### config.mk
export PLATFORM = sky130hd
export DESIGN_NAME = mac_vec
export DESIGN_NICKNAME = d
export VERILOG_FILES = /design/src/rtl/mac_pkg.sv /design/src/rtl/mac_vec_lane.sv /design/src/rtl/mac_vec.sv
export SDC_FILE = /design/constraint.sdc
export NUM_CORES = 2
export LEC_CHECK = 0
export CAP_MARGIN = 20
export CORE_ASPECT_RATIO = 1.75
export CORE_UTILIZATION = 45
export DETAILED_ROUTE_END_ITERATION = 12
export PLACE_DENSITY_LB_ADDON = 0.12
export SLEW_MARGIN = 20
export SYNTH_ARGS = -nofsm -noshare
export SYNTH_HDL_FRONTEND = slang
export SYNTH_SLANG_ARGS = --single-unit
### constraint.sdc
create_clock -name clk -period 7.2 [get_ports clk]
set_clock_uncertainty 0.1 [all_clocks]
set_input_delay 1.08 -clock clk [delete_from_list [all_inputs] [get_ports clk]]
set_output_delay 1.08 -clock clk [all_outputs]
set_load 0.02 [all_outputs]
### src/rtl/mac_pkg.sv
// Shared types and helpers for the vector multiply-accumulate block.
// The saturating add works on wide sign-extended operands so one function serves every ACC_W.
package mac_pkg;

    localparam int LANES_DEF = 4;
    localparam int A_W_DEF   = 10;
    localparam int B_W_DEF   = 8;
    localparam int ACC_W_DEF = 32;
    localparam int CNT_W_DEF = 16;
    localparam int SUM_W     = 64;

    typedef enum logic [1:0] {
        IDLE  = 2'd0,
        ACCUM = 2'd1,
        HOLD  = 2'd2
    } mac_state_e;

    typedef struct packed {
        logic             ovf;
        logic [SUM_W-1:0] val;
    } sat_res_t;

    // Operands must already be sign-extended from acc_w; the wide sum cannot overflow itself.
    function automatic sat_res_t sat_add(input logic signed [SUM_W-1:0] a,
                                         input logic signed [SUM_W-1:0] b,
                                         input int acc_w,
                                         input logic sat);
        logic signed [SUM_W-1:0] sum;
        logic signed [SUM_W-1:0] max_v;
        logic signed [SUM_W-1:0] min_v;
        sat_res_t r;
        sum   = a + b;
        max_v = (64'sd1 <<< (acc_w - 1)) - 64'sd1;
        min_v = -max_v - 64'sd1;
        r.ovf = 1'b0;
        r.val = sum;
        if (sat) begin
            if (sum > max_v) begin
                r.ovf = 1'b1;
                r.val = max_v;
            end else if (sum < min_v) begin
                r.ovf = 1'b1;
                r.val = min_v;
            end
        end
        return r;
    endfunction

endpackage

### src/rtl/mac_vec_lane.sv
// One MAC lane: product register (stage 1), accumulator and sticky saturation (stage 2).
// acc_nxt/sat_nxt expose the value the accumulator takes on a step so the top can capture results.
module mac_lane
    import mac_pkg::*;
#(
    parameter int A_W   = A_W_DEF,
    parameter int B_W   = B_W_DEF,
    parameter int ACC_W = ACC_W_DEF,
    parameter int SAT   = 1
) (
    input  logic             clk,
    input  logic             rst,
    input  logic             clear,
    input  logic             load,
    input  logic             step,
    input  logic             init,
    input  logic [A_W-1:0]   src_0,
    input  logic [B_W-1:0]   src_1,
    output logic [ACC_W-1:0] acc,
    output logic [ACC_W-1:0] acc_nxt,
    output logic             sat_nxt
);
    localparam int P_W = A_W + B_W + 1;

    logic signed [P_W-1:0]   prod_q;
    logic signed [SUM_W-1:0] base;
    logic signed [SUM_W-1:0] term;
    logic                    sat;
    sat_res_t                res;

    // An init beat sums onto zero, so an oversized first product still clamps or wraps.
    always_comb begin
        base    = init ? '0 : {{(SUM_W-ACC_W){acc[ACC_W-1]}}, acc};
        term    = {{(SUM_W-P_W){prod_q[P_W-1]}}, prod_q};
        res     = sat_add(base, term, ACC_W, SAT != 0);
        acc_nxt = res.val[ACC_W-1:0];
        sat_nxt = init ? res.ovf : (sat | res.ovf);
    end

    always_ff @(posedge clk) begin
        if (rst) begin
            prod_q <= '0;
            acc    <= '0;
            sat    <= 1'b0;
        end else begin
            if (load) begin
                prod_q <= $signed(src_0) * $signed({1'b0, src_1});
            end
            if (clear) begin
                acc <= '0;
                sat <= 1'b0;
            end else if (step) begin
                acc <= acc_nxt;
                sat <= sat_nxt;
            end
        end
    end

endmodule

### src/rtl/mac_vec.sv
// Vector MAC: two-stage lane pipeline, term counter, result holding register and control FSM.
// state | meaning: IDLE | no accumulation open; ACCUM | init seen, last not yet retired; HOLD | result waiting on out_rdy
module mac_vec
    import mac_pkg::*;
#(
    parameter int LANES = LANES_DEF,
    parameter int A_W   = A_W_DEF,
    parameter int B_W   = B_W_DEF,
    parameter int ACC_W = ACC_W_DEF,
    parameter int SAT   = 1,
    parameter int CNT_W = CNT_W_DEF
) (
    input  logic                   clk,
    input  logic                   rst,
    input  logic                   init,
    input  logic                   clear,
    input  logic                   src_vld,
    output logic                   src_rdy,
    input  logic                   last,
    input  logic [LANES*A_W-1:0]   src_0,
    input  logic [LANES*B_W-1:0]   src_1,
    output logic [LANES*B_W-1:0]   src_1_1d,
    output logic                   src_vld_1d,
    output logic [LANES*ACC_W-1:0] acc,
    output logic                   out_vld,
    input  logic                   out_rdy,
    output logic [LANES*ACC_W-1:0] out_acc,
    output logic [CNT_W-1:0]       out_cnt,
    output logic [LANES-1:0]       out_sat
);
    logic                   en;
    logic                   accept;
    logic                   s1_vld;
    logic                   s1_init;
    logic                   s1_last;
    logic                   s2_fire;
    logic                   s2_last;
    logic [CNT_W-1:0]       cnt_q;
    logic [CNT_W-1:0]       cnt_nxt;
    logic [LANES*ACC_W-1:0] acc_nxt;
    logic [LANES-1:0]       sat_nxt;
    mac_state_e             state;
    mac_state_e             state_nxt;
    mac_state_e             base_st;
    logic                   open_q;
    logic                   acc_open;

    assign en      = !(out_vld && !out_rdy);
    assign src_rdy = en;
    assign accept  = src_vld && en;
    assign s2_fire = s1_vld && en && !clear;
    assign s2_last = s2_fire && s1_last;
    assign cnt_nxt = s1_init ? CNT_W'(1) : ((&cnt_q) ? cnt_q : cnt_q + 1'b1);

    for (genvar i = 0; i < LANES; i++) begin : g_lane
        mac_lane #(
            .A_W  (A_W),
            .B_W  (B_W),
            .ACC_W(ACC_W),
            .SAT  (SAT)
        ) u_lane (
            .clk    (clk),
            .rst    (rst),
            .clear  (clear),
            .load   (accept),
            .step   (s2_fire),
            .init   (s1_init),
            .src_0  (src_0[i*A_W +: A_W]),
            .src_1  (src_1[i*B_W +: B_W]),
            .acc    (acc[i*ACC_W +: ACC_W]),
            .acc_nxt(acc_nxt[i*ACC_W +: ACC_W]),
            .sat_nxt(sat_nxt[i])
        );
    end

    always_ff @(posedge clk) begin
        if (rst) begin
            s1_vld     <= 1'b0;
            s1_init    <= 1'b0;
            s1_last    <= 1'b0;
            src_1_1d   <= '0;
            src_vld_1d <= 1'b0;
        end else begin
            src_vld_1d <= accept;
            if (accept) begin
                src_1_1d <= src_1;
                s1_init  <= init;
                s1_last  <= last;
            end
            if (clear) begin
                s1_vld <= 1'b0;
            end else if (en) begin
                s1_vld <= accept;
            end
        end
    end

    always_ff @(posedge clk) begin
        if (rst) begin
            cnt_q   <= '0;
            out_vld <= 1'b0;
            out_acc <= '0;
            out_cnt <= '0;
            out_sat <= '0;
        end else begin
            if (clear) begin
                cnt_q <= '0;
            end else if (s2_fire) begin
                cnt_q <= cnt_nxt;
            end
            if (s2_last) begin
                out_vld <= 1'b1;
                out_acc <= acc_nxt;
                out_cnt <= cnt_nxt;
                out_sat <= sat_nxt;
            end else if (out_rdy) begin
                out_vld <= 1'b0;
            end
        end
    end

    // open_q remembers whether an accumulation was open when HOLD was entered.
    always_ff @(posedge clk) begin
        if (rst) begin
            state  <= IDLE;
            open_q <= 1'b0;
        end else begin
            state  <= state_nxt;
            open_q <= (base_st == ACCUM);
        end
    end

    always_comb begin
        base_st = acc_open ? ACCUM : IDLE;
        if (clear && state != HOLD) begin
            base_st = IDLE;
        end else if (s2_fire) begin
            if (s1_last) begin
                base_st = IDLE;
            end else if (s1_init) begin
                base_st = ACCUM;
            end
        end
        state_nxt = (out_vld && !out_rdy) ? HOLD : base_st;
    end

    always_comb begin
        acc_open = (state == ACCUM) || (state == HOLD && open_q);
    end

endmodule
=== After elaboration in Yosys (flattened, before gate mapping) ===
Index checks and enable logic that the tools add are counted.

* Input port bits: 79
* Word-level logic and storage cells: 74
* Output and inout port bits: 311
* Register bits after elaboration: 409

* $add $sub $neg: 5
* Reductions and logical operators: 11
* Multiplexer cells: 20
* Bitwise gates (word level): 4
* Multipliers: 4
* Order comparisons: 8

{| class="wikitable"
|+ Operators by type and width
! operator !! number
|-
| $mux 65 || 8
|-
| $add 64x19->64 || 4
|-
| $gt 64x32->1 const B || 4
|-
| $lt 64x32->1 const B || 4
|-
| $mux 64 || 4
|-
| $mul 10x9->19 || 4
|-
| $mux 16 || 2
|-
| $add 16x1->16 const B || 1
|-
| $reduce_and 16->1 || 1
|-
| $mux 1 || 6
|-
| $logic_and 1x1->1 || 5
|-
| $or 1x1->1 || 4
|-
| $logic_not 1->1 || 3
|-
| $reduce_bool 2->1 || 1
|-
| $reduce_or 2->1 || 1
|}

=== Depth between registers and ports, before layout ===
* Word-level depth: 7
* Depth in mapped cells: 22
* Gate-level depth less buffers: 21

=== Modules after synthesis ===
Synthesis repeated with hierarchy kept, for this count alone.

* Cell total of the unflattened synthesis: 4380
* Area total of the unflattened synthesis: 35710.5 um^2

{| class="wikitable"
|+ By module, submodules not included
! module !! times used !! area an instance (um^2) !! cells each !! sequential area each (um^2)
|-
| mac_vec || 1 || 7502.2 || 943 || 4023.9
|-
| mac_lane (g_lane[0].u_lane) || 1 || 7174.4 || 905 || 1041.0
|-
| mac_lane (g_lane[3].u_lane) || 1 || 7058.0 || 873 || 1041.0
|-
| mac_lane (g_lane[2].u_lane) || 1 || 7018.0 || 839 || 1041.0
|-
| mac_lane (g_lane[1].u_lane) || 1 || 6957.9 || 820 || 1041.0
|}

=== Least setup slack after synthesis ===
No wires, ideal clock.

* Path type: in2reg
* From: input src_1[24]
* To: register g_lane[3].u_lane.prod_q[17]
* Setup time: 0.132 ns
* Path buffers: 1
* Required time: 6.968 ns
* Slack: 1.701 ns
* Stages on the path: 18
* Arrival time: 5.267 ns
* Cell sequence: clkbuf_1 > nand2_1 > inv_1 > fa_1 > fa_1 > inv_1 > fa_1 > inv_1 > fa_1 > ha_1 > and2_1 > o21ai_0 > o21ai_0 > o41ai_1 > o21ai_0 > xor2_1 > nand2_1 > a21oi_1

* Word-level cells in the longest chain between the ends: 1

{| class="wikitable"
|+ Ends and longest elaborated chain
! what !! line !! text
|-
| from (decl) || mac_vec.sv:21 || <nowiki>input logic [LANES*B_W-1:0] src_1,</nowiki>
|-
| $mul 10x9->19 || mac_vec_lane.sv:47 || <nowiki>prod_q <= $signed(src_0) * $signed({1'b0, src_1});</nowiki>
|-
| to (signal assigned) || mac_vec_lane.sv:47 ||
|-
| to (decl) || mac_vec_lane.sv:25 || <nowiki>logic signed [P_W-1:0] prod_q;</nowiki>
|}

Every way passes these cells.
A chain may end at the register's enable or synchronous reset.

=== Worst setup path in the final report ===
* From: register s1_init
* To: register out_acc[122]

* Word-level cells in the longest chain between the ends: 5
* Elaborated cells between the ends (all ways): 6

{| class="wikitable"
|+ Ends and longest elaborated chain
! what !! line !! text
|-
| from (decl) || mac_vec.sv:34 || <nowiki>logic s1_init;</nowiki>
|-
| from (signal assigned) || mac_vec.sv:87 || <nowiki>s1_init <= init;</nowiki>
|-
| $mux 64 (*) || mac_vec_lane.sv:33 || <nowiki>base = init ? '0 : {{(SUM_W-ACC_W){acc[ACC_W-1]}}, acc};</nowiki>
|-
| $add 64x19->64 (*) || mac_pkg.sv:32 || <nowiki>sum = a + b;</nowiki>
|-
| $lt 64x32->1 || mac_pkg.sv:41 || <nowiki>end else if (sum < min_v) begin</nowiki>
|-
| $mux 65 || mac_pkg.sv:41 ||
|-
| $mux 65 (*) || mac_pkg.sv:38 || <nowiki>if (sum > max_v) begin</nowiki>
|-
| to (signal assigned) || mac_vec.sv:113 || <nowiki>out_acc <= acc_nxt;</nowiki>
|-
| to (decl) || mac_vec.sv:27 || <nowiki>output logic [LANES*ACC_W-1:0] out_acc,</nowiki>
|}

Every way passes the cells marked *; elsewhere a longest branch is shown, timed or not.

==> results.cfg <==
[global_route]
grt_max_degree = 120
gr-usage-all-layers = 0.2582
grt_pass1_wl_mm = 159.5
grt_pass1_vias = 29020
antenna_found_initial = 1
overflow = 0

[yosys]
async_reset_ff_frac = 0
synth_area_mm2 = 0.03406
synthFlopType = dfxtp_1
ys_seq_area_frac = 0.2404
synth_nets = 4827
synth_area_per_cell_um2 = 8.120
syn_inst = 4195
synth-seq-cells = 409
ys_warn_count = 0
synth_edf_count = 0
ys_types = 77

[power_and_ir_drop]
ir_worst_vdd_mv = 0.1847
power.total_mw = 10.28
leakagePower_nw = 17.47
power.density_mw_per_mm2 = 257.3

[cells_and_area]
area_growth_pct = 17.32
n_antenna_cell = 0
nets = 5067
layout_common_cells = nand2_1, a21oi_1, inv_1
drive_above_1_share = 0.02868
mostFrequentLayoutCell = nand2_1

[cts]
cts_tree = yes
hold_buffers = 0
clk_pin_slew_ns = 0.06
cts_made_buffers = 44
cts.htree.levels = 2
clock_sinks = 409
worstSkewPairLatency_ns = 0.60
cts_resized = 0
clock_path_buffers = 3
cts_setup_buffers = 0
cts_root_buf = clkbuf_16

[die]
die_x_um = 210.0
start_util = 0.4538
ios = 390
fp-row-count = 133
die_h_um = 366.0
fp.coreArea_mm2 = 0.07505
die-area_mm2 = 0.07684

[sta]
rsz0062_at_grt = no
fmax_mhz = 169.3
timing.setup.tns_ns = 0
setup_viol = 0
hold_viol_final = 0
min_period_ns = 5.906
maxSlewViolCount = 0
tightestPinTransition_ns = 1.061
relSlewSlack = 0.2925
final.period_utilization = 0.8203

[min_path]
min_path_type = reg2reg

[detailed_routing]
wl_met3_mm = 4.931
avgRoutedWirePerCell_um = 18.14
wl_mm = 99.30
via_per_inst = 5.349
drtIter0Drc = 1428
drc = 0
via_count = 29290
ant_nets = 0
route.met2.wl_mm = 47.50
top_layer_used = met5
dr.pass1.iters = 5
drt-met1-wl_mm = 44.06

[placed_design]
hpwl_mm = 76.08
numPortBuffers = 389
routabilityCongestion = 0.9284

[setup_path]
critPathCaptureType = flip-flop
crit_arrival_ns = 6.29
required_ns = 7.59
critPathLaunchType = flip-flop
cp_max_fo = 44
criticalPathCategory = reg2reg

[flow_run]
cap_violations = 0

[run_status]
run_status = complete, no violations
==> critical path: stages, from the launching register on <==
cell and delay (ns):
dfxtp_4 0.72, inv_1 0.56, nand2_1 0.26, inv_1 0.06, ha_1 0.29, a211oi_1 0.10, o21a_1 0.20, nor3_1 0.32
a311o_1 0.43, o211ai_2 0.14, a31oi_1 0.26, nor2_1 0.09, fa_1 0.49, o31a_1 0.42, nor2_4 0.64, o311ai_0 0.40
a211oi_1 0.29
==> cell type report <==
| cell class | instances | area, um2 |
|---|---|---|
| Fill cell | 7251 | 35090 |
| Multi-Input combinational cell | 3155 | 23490 |
| Sequential cell | 409 | 8192 |
| Timing Repair Buffer | 411 | 4076 |
| Inverter | 414 | 1554 |
| Clock buffer | 61 | 1267 |
| Tap cell | 1012 | 1266 |
| Clock inverter | 13 | 117.6 |
==> state kept, by name (all words and copies together), names as in the netlist, 4 cells and up <==
register / flops
cnt_q: 16
src_1_1d: 32
g_lane.u_lane.acc: 128
out_sat: 4
out_acc: 128
g_lane.u_lane.prod_q: 76
g_lane.u_lane.sat: 4
out_cnt: 16
==> synthesized netlist by cell type (21+ instances only) <==
| cell | instances | area share |
|---|---|---|
| nand2_1 | 570 | 0.063 |
| a21oi_1 | 425 | 0.062 |
| inv_1 | 413 | 0.046 |
| dfxtp_1 | 409 | 0.24 |
| ha_1 | 281 | 0.10 |
| fa_1 | 272 | 0.16 |
| nor2_1 | 259 | 0.029 |
| and2_1 | 216 | 0.040 |
| o21ai_0 | 216 | 0.032 |
| clkbuf_1 | 182 | 0.020 |
| nor2b_1 | 150 | 0.028 |
| a211oi_1 | 145 | 0.032 |
| xnor2_1 | 119 | 0.031 |
| a21o_1 | 59 | 0.013 |
| xor2_1 | 55 | 0.014 |
| nand3_1 | 46 | 0.0068 |
| nor3_1 | 41 | 0.0060 |
| o21a_1 | 30 | 0.0066 |
| a31oi_1 | 28 | 0.0051 |
| o21bai_1 | 22 | 0.0048 |
| nand2b_1 | 21 | 0.0039 |
==> metal layers <==
layer	vias to the layer above	global-route usage
met5	-	0
met1	14020	0.3353
met2	676	0.4415
met3	134	0.03617
li1	14450	-
met4	2	0.07791
==> kinds of logic after synthesis <==
| logic type | count (synthesis) | share of synthesized area |
|---|---|---|
| AO/OA/AOI/OAI | 1038 | 0.1864 |
| XOR/XNOR | 174 | 0.04474 |
| adder cells (fa/ha/maj) | 553 | 0.2631 |
| buffers and inverters | 631 | 0.07207 |
| flip-flops | 409 | 0.2404 |
| multiplexers | 4 | 0.001176 |
| AND/OR/NAND/NOR | 1386 | 0.1922 |
==> metrics by stage <==
stage	worst slack [ns]	util	std cells	hold WS, ns	instance area (um2)
detailed placement	0.7411	0.5140	5401	0.3465	38570
CTS	1.268	0.5324	5475	0.3548	39960
global route	0.9058	0.5324	5475	0.3693	39960
global placement	0.7683	0.5140	5401	0.3411	38570
finish	1.294	0.5324	5475	0.3525	39960
floorplan	1.701	-	4195	0.3321	34060
==> power by group <==
part	leakage (nW)	total, mW	internal [mW]	switching [mW]
Combinational	13.5	5.43	2.26	3.17
Clock	0.666	2.26	1.26	1.00
Sequential	3.32	2.59	2.42	0.170
==> worst paths after layout <==
kind / slack (ns) / depth (start not counted) / endpoint / start
max: 1.29 / 16 / out_acc[122] / s1_init
min: 0.35 / 2 / out_cnt[11] / out_cnt[11]
max reg2reg: 1.29 / 16 / out_acc[122] / s1_init
min reg2reg: 0.35 / 2 / out_cnt[11] / out_cnt[11]
(Power assumes the default switching activity.)
